**config.mk**
```make
export PLATFORM = sky130hd
export DESIGN_NAME = flit_buffer_vc_credit
export DESIGN_NICKNAME = d
export VERILOG_FILES = /design/src/rtl/noc_pkg.sv /design/src/rtl/vc_fifo_ctrl.sv /design/src/rtl/flit_buffer_vc_credit.sv
export SDC_FILE = /design/constraint.sdc
export NUM_CORES = 1
export LEC_CHECK = 0
export ABC_AREA = 1
export BUFFER_PORTS_ARGS = -buffer_cell sky130_fd_sc_hd__buf_4
export CORE_MARGIN = 3
export CORE_UTILIZATION = 30
export DETAILED_ROUTE_END_ITERATION = 10
export SETUP_SLACK_MARGIN = 0.02
export SLEW_MARGIN = 20
export SYNTH_ARGS = -nofsm -noshare
export SYNTH_HDL_FRONTEND = slang
export SYNTH_SLANG_ARGS = --single-unit
```
**constraint.sdc**
```tcl
create_clock -name clk -period 5.07 [get_ports clk]
set_input_delay 1.521 -clock clk [delete_from_list [all_inputs] [get_ports clk]]
set_output_delay 1.521 -clock clk [all_outputs]
set_load 0.02 [all_outputs]
```
**src/rtl/noc_pkg.sv**
```systemverilog
// Shared definitions for the NoC router input-port blocks.
//  - clog2     : ceiling log2 with a floor of 1, used to size pointers and indices
//  - is_onehot : true when exactly one bit of a (zero-extended) select vector is set
//  - ERR_*     : bit positions inside the sticky error vector
package noc_pkg;

  localparam int ERR_OVF = 0;   // write to a full VC
  localparam int ERR_UDF = 1;   // read of an empty VC
  localparam int ERR_CNF = 2;   // select vector not one-hot
  localparam int ERR_W   = 3;

  function automatic int clog2(input int n);
    int r;
    r = 1;
    for (int i = 1; i < 31; i++) begin
      if ((1 << i) < n) r = i + 1;
    end
    return r;
  endfunction

  function automatic logic is_onehot(input logic [31:0] v);
    return (v != 32'd0) && ((v & (v - 32'd1)) == 32'd0);
  endfunction

endpackage

```
**src/rtl/vc_fifo_ctrl.sv**
```systemverilog
// Book-keeping for one virtual channel of the shared flit RAM.
// Holds the write/read pointers inside the VC's B-entry region, the
// occupancy counter and the registered status flags derived from it.
// Ports:
//  clk, reset   rising-edge clock, synchronous active-high reset
//  push, pop    accepted write / accepted read for this VC this cycle
//  wr_ptr       slot the next accepted write lands in
//  rd_ptr       slot the next accepted read comes from
//  not_empty    occupancy != 0
//  full         occupancy == B
//  almost_full  (B - occupancy) <= AF_TH
module vc_fifo_ctrl
  import noc_pkg::*;
#(
  parameter int B     = 4,
  parameter int AF_TH = 1,
  parameter int PW    = clog2(B)
) (
  input  logic          clk,
  input  logic          reset,
  input  logic          push,
  input  logic          pop,
  output logic [PW-1:0] wr_ptr,
  output logic [PW-1:0] rd_ptr,
  output logic          not_empty,
  output logic          full,
  output logic          almost_full
);

  localparam logic [PW:0]   DEPTH    = (PW + 1)'(B);
  localparam logic [31:0]   AF_TH_U  = AF_TH;
  localparam logic          AF_RESET = (AF_TH >= B);

  logic [PW:0] cnt;
  logic [PW:0] cnt_nxt;
  logic [PW:0] free_nxt;

  // Simultaneous push and pop leave the occupancy unchanged.
  always_comb begin
    cnt_nxt = cnt;
    if (push && !pop) begin
      cnt_nxt = cnt + 1'b1;
    end else if (pop && !push) begin
      cnt_nxt = cnt - 1'b1;
    end
    free_nxt = DEPTH - cnt_nxt;
  end

  // Pointers wrap for free because B is a power of two and PW = log2(B).
  always_ff @(posedge clk) begin
    if (reset) begin
      wr_ptr      <= '0;
      rd_ptr      <= '0;
      cnt         <= '0;
      not_empty   <= 1'b0;
      full        <= 1'b0;
      almost_full <= AF_RESET;
    end else begin
      if (push) wr_ptr <= wr_ptr + 1'b1;
      if (pop)  rd_ptr <= rd_ptr + 1'b1;
      cnt         <= cnt_nxt;
      not_empty   <= (cnt_nxt != '0);
      full        <= (cnt_nxt == DEPTH);
      almost_full <= (32'(free_nxt) <= AF_TH_U);
    end
  end

endmodule

```
**src/rtl/flit_buffer_vc_credit.sv**
```systemverilog
// Multi-VC input flit buffer for a NoC router port.
// One RAM is split into V regions of B flits; each region is managed by a
// vc_fifo_ctrl instance. Reads are registered (one cycle latency) and every
// successful pop returns a credit pulse to the upstream router in the same
// cycle the flit shows on dout.
// Ports:
//  clk, reset      rising-edge clock, synchronous active-high reset
//  din             incoming flit
//  vc_num_wr       one-hot write VC select, qualified by wr_en
//  wr_en           write strobe
//  vc_num_rd       one-hot read VC select (allocator grant), qualified by rd_en
//  rd_en           read strobe
//  ssa_rd          one-hot speculative switch-allocation read
//  dout            last flit read, registered
//  dout_valid      dout was refreshed by a pop on the previous edge
//  vc_not_empty    per-VC occupancy != 0
//  vc_full         per-VC occupancy == B
//  vc_almost_full  per-VC free slots <= AF_TH
//  credit_out      per-VC one-cycle pulse aligned with dout_valid
//  err_flags       sticky {conflict, underflow, overflow}
module flit_buffer_vc_credit
  import noc_pkg::*;
#(
  parameter int V     = 4,
  parameter int B     = 4,
  parameter int Fw    = 32,
  parameter int AF_TH = 1
) (
  input  logic             clk,
  input  logic             reset,
  input  logic [Fw-1:0]    din,
  input  logic [V-1:0]     vc_num_wr,
  input  logic             wr_en,
  input  logic [V-1:0]     vc_num_rd,
  input  logic             rd_en,
  input  logic [V-1:0]     ssa_rd,
  output logic [Fw-1:0]    dout,
  output logic             dout_valid,
  output logic [V-1:0]     vc_not_empty,
  output logic [V-1:0]     vc_full,
  output logic [V-1:0]     vc_almost_full,
  output logic [V-1:0]     credit_out,
  output logic [ERR_W-1:0] err_flags
);

  localparam int PW    = clog2(B);
  localparam int IW    = clog2(V);
  localparam int AW    = IW + PW;
  localparam int DEPTH = V * B;

  logic [Fw-1:0]    mem [DEPTH];

  logic [V-1:0]     rd_vec;
  logic             wr_oh;
  logic             rd_oh;
  logic [IW-1:0]    wr_idx;
  logic [IW-1:0]    rd_idx;
  logic [V-1:0]     push_p0;
  logic [V-1:0]     pop_p0;
  logic [AW-1:0]    wr_addr;
  logic [AW-1:0]    rd_addr;
  logic [ERR_W-1:0] err_set;
  logic [PW-1:0]    wr_ptr [V];
  logic [PW-1:0]    rd_ptr [V];

  // Stage 0: decode selects, decide which write/pop is accepted.
  // A granted read and a speculative read naming the same VC merge into a
  // single pop because they are OR-ed into one vector before the check.
  always_comb begin
    rd_vec = (rd_en ? vc_num_rd : '0) | ssa_rd;
    wr_oh  = is_onehot(32'(vc_num_wr));
    rd_oh  = is_onehot(32'(rd_vec));

    wr_idx = '0;
    rd_idx = '0;
    for (int i = 0; i < V; i++) begin
      if (vc_num_wr[i]) wr_idx = IW'(i);
      if (rd_vec[i])    rd_idx = IW'(i);
    end

    // A write into a full VC is still accepted when that VC pops this cycle.
    for (int i = 0; i < V; i++) begin
      pop_p0[i]  = rd_oh & rd_vec[i] & vc_not_empty[i];
      push_p0[i] = wr_en & wr_oh & vc_num_wr[i] & (~vc_full[i] | pop_p0[i]);
    end

    // Region base v*B is a plain concatenation since B is a power of two.
    wr_addr = {wr_idx, wr_ptr[wr_idx]};
    rd_addr = {rd_idx, rd_ptr[rd_idx]};

    err_set          = '0;
    err_set[ERR_OVF] = wr_en & wr_oh & (|(vc_num_wr & vc_full & ~pop_p0));
    err_set[ERR_UDF] = rd_oh & (|(rd_vec & ~vc_not_empty));
    err_set[ERR_CNF] = (wr_en & ~wr_oh) | ((rd_vec != '0) & ~rd_oh);
  end

  for (genvar g = 0; g < V; g++) begin : g_vc
    vc_fifo_ctrl #(
      .B     (B),
      .AF_TH (AF_TH),
      .PW    (PW)
    ) u_ctrl (
      .clk         (clk),
      .reset       (reset),
      .push        (push_p0[g]),
      .pop         (pop_p0[g]),
      .wr_ptr      (wr_ptr[g]),
      .rd_ptr      (rd_ptr[g]),
      .not_empty   (vc_not_empty[g]),
      .full        (vc_full[g]),
      .almost_full (vc_almost_full[g])
    );
  end

  // Flit storage carries no reset; stale contents are unreachable once the
  // per-VC pointers and counters are cleared.
  always_ff @(posedge clk) begin
    if (|push_p0) mem[wr_addr] <= din;
  end

  // Stage 1: registered read data, valid, credit and sticky errors.
  always_ff @(posedge clk) begin
    if (reset) begin
      dout       <= '0;
      dout_valid <= 1'b0;
      credit_out <= '0;
      err_flags  <= '0;
    end else begin
      dout_valid <= |pop_p0;
      credit_out <= pop_p0;
      if (|pop_p0) dout <= mem[rd_addr];
      err_flags  <= err_flags | err_set;
    end
  end

endmodule
```
## Word level (Yosys, flattened, before mapping)

Memories as Yosys holds them, arrays and structs flattened. A register that Yosys moved wholly into a read port is not among the register bits.
Index checks and enable logic that the tools add are counted.

| storage, ports and cells | value |
|---|---|
| register bits after elaboration | 48 |
| bits in writable memories | 512 |
| bits of input ports | 48 |
| output and inout bits | 52 |
| logic and storage cells | 156 |
| memories kept | 1 |

| cells by class | value |
|---|---|
| add/subtract/negate cells | 22 |
| $lt $le $gt $ge | 6 |
| equal/unequal tests | 4 |
| multiplexer cells | 23 |
| bitwise logic cells | 43 |
| reductions and logical operators | 30 |

Memories:

| name | words | width | rd ports | clocked after Yosys merged registers in | wr ports | RTL line | text |
|---|---|---|---|---|---|---|---|
| mem | 16 | 32 | 1 | 1 | 1 | flit_buffer_vc_credit.sv:51 | `logic [Fw-1:0] mem [DEPTH];` |

Operators with widths:

| cell | number |
|---|---|
| bitwise AND 4 x 32 -> 32 bit | 2 |
| logical NOT 32 bit | 2 |
| two-way mux 3 bit | 8 |
| bitwise AND 1 bit | 21 |
| adder 2 x 1 -> 2 bit, second input constant | 8 |
| two-way mux 2 bit | 8 |
| OR reduction 4 bit | 4 |
| adder 3 x 1 -> 3 bit, second input constant | 4 |
| bitwise AND 4 bit | 3 |
| == test 3 bit, second input constant | 4 |
| <= comparator 3 x 1 -> 1 bit, second input constant | 4 |
| nonzero test 3 bit | 4 |
| subtractor 3 x 1 -> 3 bit, second input constant | 4 |
| subtractor 3 bit, first input constant | 4 |
| logical AND 1 bit | 10 |
| subtractor 4 x 1 -> 5 bit, second input constant | 2 |
| binary-select mux 2 bit (select 2 bit) | 2 |
| logical NOT 1 bit | 8 |
| inverter 4 bit | 2 |
| nonzero test 4 bit | 2 |
| >= comparator 3 bit, second input constant | 2 |
| inverter 1 bit | 6 |
| inverter 2 -> 3 bit | 2 |
| bitwise OR 1 bit | 5 |
| 4 further kinds | 7 |

## Depth between registers and ports, before layout

| logic depth | value |
|---|---|
| word-level depth | 16 |
| depth in mapped cells | 17 |
| mapped depth without buffers | 17 |

## Cells and area by module

From an unflattened synthesis, not the netlist that was laid out.

| unflattened totals | value |
|---|---|
| cell total of the unflattened synthesis | 2582 |
| area total of the unflattened synthesis | 26375.3 um^2 |

Modules (own cells, without submodules):

| module | times used | cells each | area each (um^2) |
|---|---|---|---|
| flit_buffer_vc_credit | 1 | 2326 | 24333.3 |
| vc_fifo_ctrl | 4 | 64 | 510.5 |

## Worst setup path before layout

OpenSTA, ideal clock, no wires.

| timing path | value |
|---|---|
| kind | in2reg |
| start | input port vc_num_rd[1] |
| end | memory mem[11][0], enable pin |
| data arrival time | 3970 ps |
| data required time | 4649 ps |
| path slack | 679 ps |
| stages | 11 |
| cell sequence | nand2_1 -> nand2_2 -> inv_2 -> nand2_1 -> inv_2 -> nand4_1 -> a21oi_1 -> inv_1 -> nor2_1 -> inv_1 -> nor2_1 |

| between the ends | value |
|---|---|
| word-level cells in the longest chain between the ends | 13 |
| elaborated cells between the ends (all ways) | 26 |

Ends and longest elaborated chain:

| what | RTL line | text |
|---|---|---|
| start, declared | flit_buffer_vc_credit.sv:34 | `input logic [V-1:0] vc_num_rd,` |
| two-way mux 4 bit * | flit_buffer_vc_credit.sv:70 | `rd_vec = (rd_en ? vc_num_rd : '0) \| ssa_rd;` |
| bitwise OR 4 bit * | flit_buffer_vc_credit.sv:70 |  |
| subtractor 4 x 1 -> 5 bit | noc_pkg.sv:22 | `return (v != 32'd0) && ((v & (v - 32'd1)) == 32'd0);` |
| bitwise AND 4 x 32 -> 32 bit | noc_pkg.sv:22 |  |
| logical NOT 32 bit | noc_pkg.sv:22 |  |
| logical AND 1 bit | noc_pkg.sv:22 |  |
| bitwise AND 1 bit (2 in a row) | flit_buffer_vc_credit.sv:83 | `pop_p0[i] = rd_oh & rd_vec[i] & vc_not_empty[i];` |
| bitwise OR 1 bit | flit_buffer_vc_credit.sv:84 | `push_p0[i] = wr_en & wr_oh & vc_num_wr[i] & (~vc_full[i] \| pop_p0[i]);` |
| bitwise AND 1 bit | flit_buffer_vc_credit.sv:84 |  |
| OR reduction 4 bit * | flit_buffer_vc_credit.sv:118 | `if (\|push_p0) mem[wr_addr] <= din;` |
| two-way mux 1 bit * | flit_buffer_vc_credit.sv:118 |  |
| two-way mux 1 bit (not written as such) * | flit_buffer_vc_credit.sv:118 |  |
| end, declared | flit_buffer_vc_credit.sv:51 |  |

Mark *: on every way between the ends. The rest lies on a longest branch, timed or not.

## Worst setup path in the final report

| timing path | value |
|---|---|
| start | input port rd_en |
| end | memory mem[7][29], enable pin |

| between the ends | value |
|---|---|
| word-level cells in the longest chain between the ends | 13 |
| elaborated cells between the ends (all ways) | 26 |

Ends and longest elaborated chain:

| what | RTL line | text |
|---|---|---|
| start, declared | flit_buffer_vc_credit.sv:35 | `input logic rd_en,` |
| two-way mux 4 bit * | flit_buffer_vc_credit.sv:70 |  |
| bitwise OR 4 bit * | flit_buffer_vc_credit.sv:70 |  |
| subtractor 4 x 1 -> 5 bit | noc_pkg.sv:22 |  |
| bitwise AND 4 x 32 -> 32 bit | noc_pkg.sv:22 |  |
| logical NOT 32 bit | noc_pkg.sv:22 |  |
| logical AND 1 bit | noc_pkg.sv:22 |  |
| bitwise AND 1 bit (2 in a row) | flit_buffer_vc_credit.sv:83 |  |
| bitwise OR 1 bit | flit_buffer_vc_credit.sv:84 |  |
| bitwise AND 1 bit | flit_buffer_vc_credit.sv:84 |  |
| OR reduction 4 bit * | flit_buffer_vc_credit.sv:118 |  |
| two-way mux 1 bit * | flit_buffer_vc_credit.sv:118 |  |
| two-way mux 1 bit (not written as such) * | flit_buffer_vc_credit.sv:118 |  |

Marked as above.

==> flow_summary_export.csv <==
group,metric,value,unit
clock_tree,clk_pin_slew,0.06,ns
global_route,grt.total_usage,15.0,%
route,routed_wirelength,69400,um
route,drcViolationCount,0,
run_status,status,"completed",
placement,routabilityCongestion,0.744,
cells_and_area,drive_above_1_share,10.5,%
sta,setup_viol,0,
job,cap_violations,0,
yosys,ys_seq_elements,592,
sta,clock_skew,0.0303,ns
yosys,syn-cell-area,26300,um^2
sta,tns,0,ns
placement,dpl_cell_area,28300,um^2
clock_tree,htreeDepth,2,
yosys,yosysSeqAreaShare,64.4,%
route,vias,18068,
clock_tree,cts_resized,0,
clock_tree,cts_inserted_buffers,60,
route,wl_per_cell,18.0,um
critical_path,cp.required,5.37,ns
die,fp.dieH,302,um
route,drt_iter0_drc,1501,
placement,dp_hpwl,38200,um
global_route,grt_pass1_wl,107000,um
critical_path,worstSetupEndpointType,"flip-flop",
pwr,ir_drop,0.319,mV
critical_path,crit_type,"input port to flip-flop",
clock_tree,root_buffer,"clkbuf_16",
die,row_count,108,
yosys,synth_cell_types,37,
route,firstDrtPassIters,5,
sta,relSlewSlack,27.5,%
global_route,grt_pass1_vias,17550,
global_route,grt_max_degree,154,
cells_and_area,nets,2713,
yosys,yosysWarnings,0,
cells_and_area,area_growth,15.1,%
sta,hold_viol,0,
cells_and_area,nFillCells,8547,
sta,rsz0062_at_grt,"no",
critical_path,crit_path_max_fanout,13,
clock_tree,cts_setup_buffers,0,
clock_tree,cts_buffer_depth,3,
clock_tree,cts_sinks,592,
die,ioPinCount,100,
sta,fmax,276,MHz
critical_path,crit_path_start_kind,"input port",
cells_and_area,final_area,30300,um^2
sta,period_needed,3.63,ns
clock_tree,insertion_delay,0.64,ns
sta,drv_slew,0,
route,ant_nets,0,
worst_hold_path,hold_path_class,"flip-flop to flip-flop",
global_route,grt.overflow.total,0,
die,floorplan.initialDensity,30.3,%
die,design.die.area,91400,um^2
pwr,power_density,345,nW/um^2
yosys,syn_area_per_cell,10.2,um^2
yosys,synthesis.nets,2664,
die,core,86900,um^2
yosys,synth_cells,2592,
sta,period_share,71.5,%
critical_path,cp.arrival,3.93,ns
cells_and_area,seq_area,17000,um^2
die,die_w,302,um
clock_tree,cts_tree,"yes",
clock_tree,cts_hold_buf,0,
global_route,antenna_found_initial,0,
cells_and_area,diodes,0,
pwr,leakage,12.5,nW
cells_and_area,multiInputGateArea,6950,um^2
placement,portBuffers,99,
route,vias_per_cell,4.70,
sta,worst_pin_slew,1.09,ns
power by group:
group	leakage (nW)	internal, W	switching, W
Combinational	6.21	0.000176	0.000460
Sequential	5.25	0.00532	0.0000127
Clock	0.985	0.00257	0.00192
flip-flops by register name, summed over array words and instances (netlist names):
register and count:
mem 512, g_vc.u_ctrl.full 4, g_vc.u_ctrl.rd_ptr 8, g_vc.u_ctrl.almost_full 4, err_flags 3, g_vc.u_ctrl.cnt 12
dout_valid 1, g_vc.u_ctrl.wr_ptr 8, g_vc.u_ctrl.not_empty 4, dout 32, credit_out 4
cells in the mapped netlist:
cell,number,area (um^2)
ha_1,24,300
clkbuf_1,25,93.8
nand4_2,2,25.0
a21o_1,1,7.51
nand4_1,6,37.5
o21a_1,4,30.0
or2_1,1,6.26
nand2_1,414,1550
o21ai_1,1,5.00
a41oi_1,1,8.76
nor2_2,1,6.26
buf_2,99,495
a21oi_4,1,16.3
xnor2_1,4,35.0
inv_4,1,6.26
nand2_4,5,56.3
o221ai_1,1,8.76
xor2_1,2,17.5
nand2_2,5,31.3
o21ba_1,1,10.0
buf_4,25,188
edfxtp_1,512,15400
inv_2,3,11.3
xor2_2,1,16.3
o21ai_0,18,90.1
nand3b_1,98,736
o22ai_1,7,43.8
and2_1,1,6.26
a21oi_1,22,110
a21oi_2,2,17.5
dfxtp_1,80,1600
buf_1,8,30.0
inv_1,461,1730
nand3_1,624,3120
mux2_2,1,11.3
buf_6,2,22.5
nor2_1,128,480
layer usage:
layer	share of wire (%)	track usage [%]	vias to the layer above
li1	-	-	8688
met1	43	19.9	8738
met2	49	25.6	539
met3	5.9	2.05	103
met4	2.5	4.49	0
met5	0	0	-
cells by family after synthesis:
family / share of synthesized area [%]
mux: 0.0427
fa+ha+maj: 1.14
xor+xnor: 0.261
simple gates: 23.0
buf+inv: 9.78
compound gates: 1.32
flops: 64.4
through the flow:
step	total power [W]	utilization (%)	std cells	setup WS (ns)	hold WS, ns
floorplan	0.00582	-	2592	0.679	0.423
global placement	0.00607	32.6	3734	0.824	0.442
detailed placement	0.00608	32.6	3734	0.827	0.451
CTS	0.0106	34.9	3848	1.47	0.463
global route	0.0108	34.9	3848	1.21	0.468
finish	0.0105	34.9	3848	1.44	0.460
final timing paths:
kind	start	to	slack, ns	cells after the start
max	rd_en	mem[7][29]	1.44	11
min	err_flags[1]	err_flags[1]	0.46	2
max reg2reg	g_vc[1].u_ctrl.rd_ptr[0]	dout[30]	2.38	13
min reg2reg	err_flags[1]	err_flags[1]	0.46	2
layout by cell type (no fill, tap or decap), drive strengths merged:
cell type  instances
a21o               1
a21oi             25
a41oi              1
and2               1
buf              146
bufinv             5
clkbuf            81
clkinv            22
clkinvlp           3
dfxtp             80
edfxtp           512
ha                24
inv              468
mux2               1
nand2            424
nand3            624
nand3b            98
nand4              8
nor2             129
o21a               4
o21ai             19
o21ba              1
o221ai             1
o22ai              7
or2                1
xnor2              4
xor2               3
final cells by class:
cell class	count	share of cell area, %
multi-input cells	1376	22.9
repair buffers	146	3.99
well taps	1155	4.77
clock buffers	81	5.48
flip-flops and latches	592	56.0
inverters	465	5.77
clock inverters	33	1.10
critical path: stages:
cell	delay [ns]
buf_4	0.14
nand2_2	0.07
nand2_2	0.11
nor2_4	0.16
nand4_1	0.31
nand2_1	0.19
nand2_1	0.26
inv_1	0.18
nand2_1	0.14
nor2_4	0.48
buf_4	0.36
Note: power is estimated with default switching activity, not from simulation.
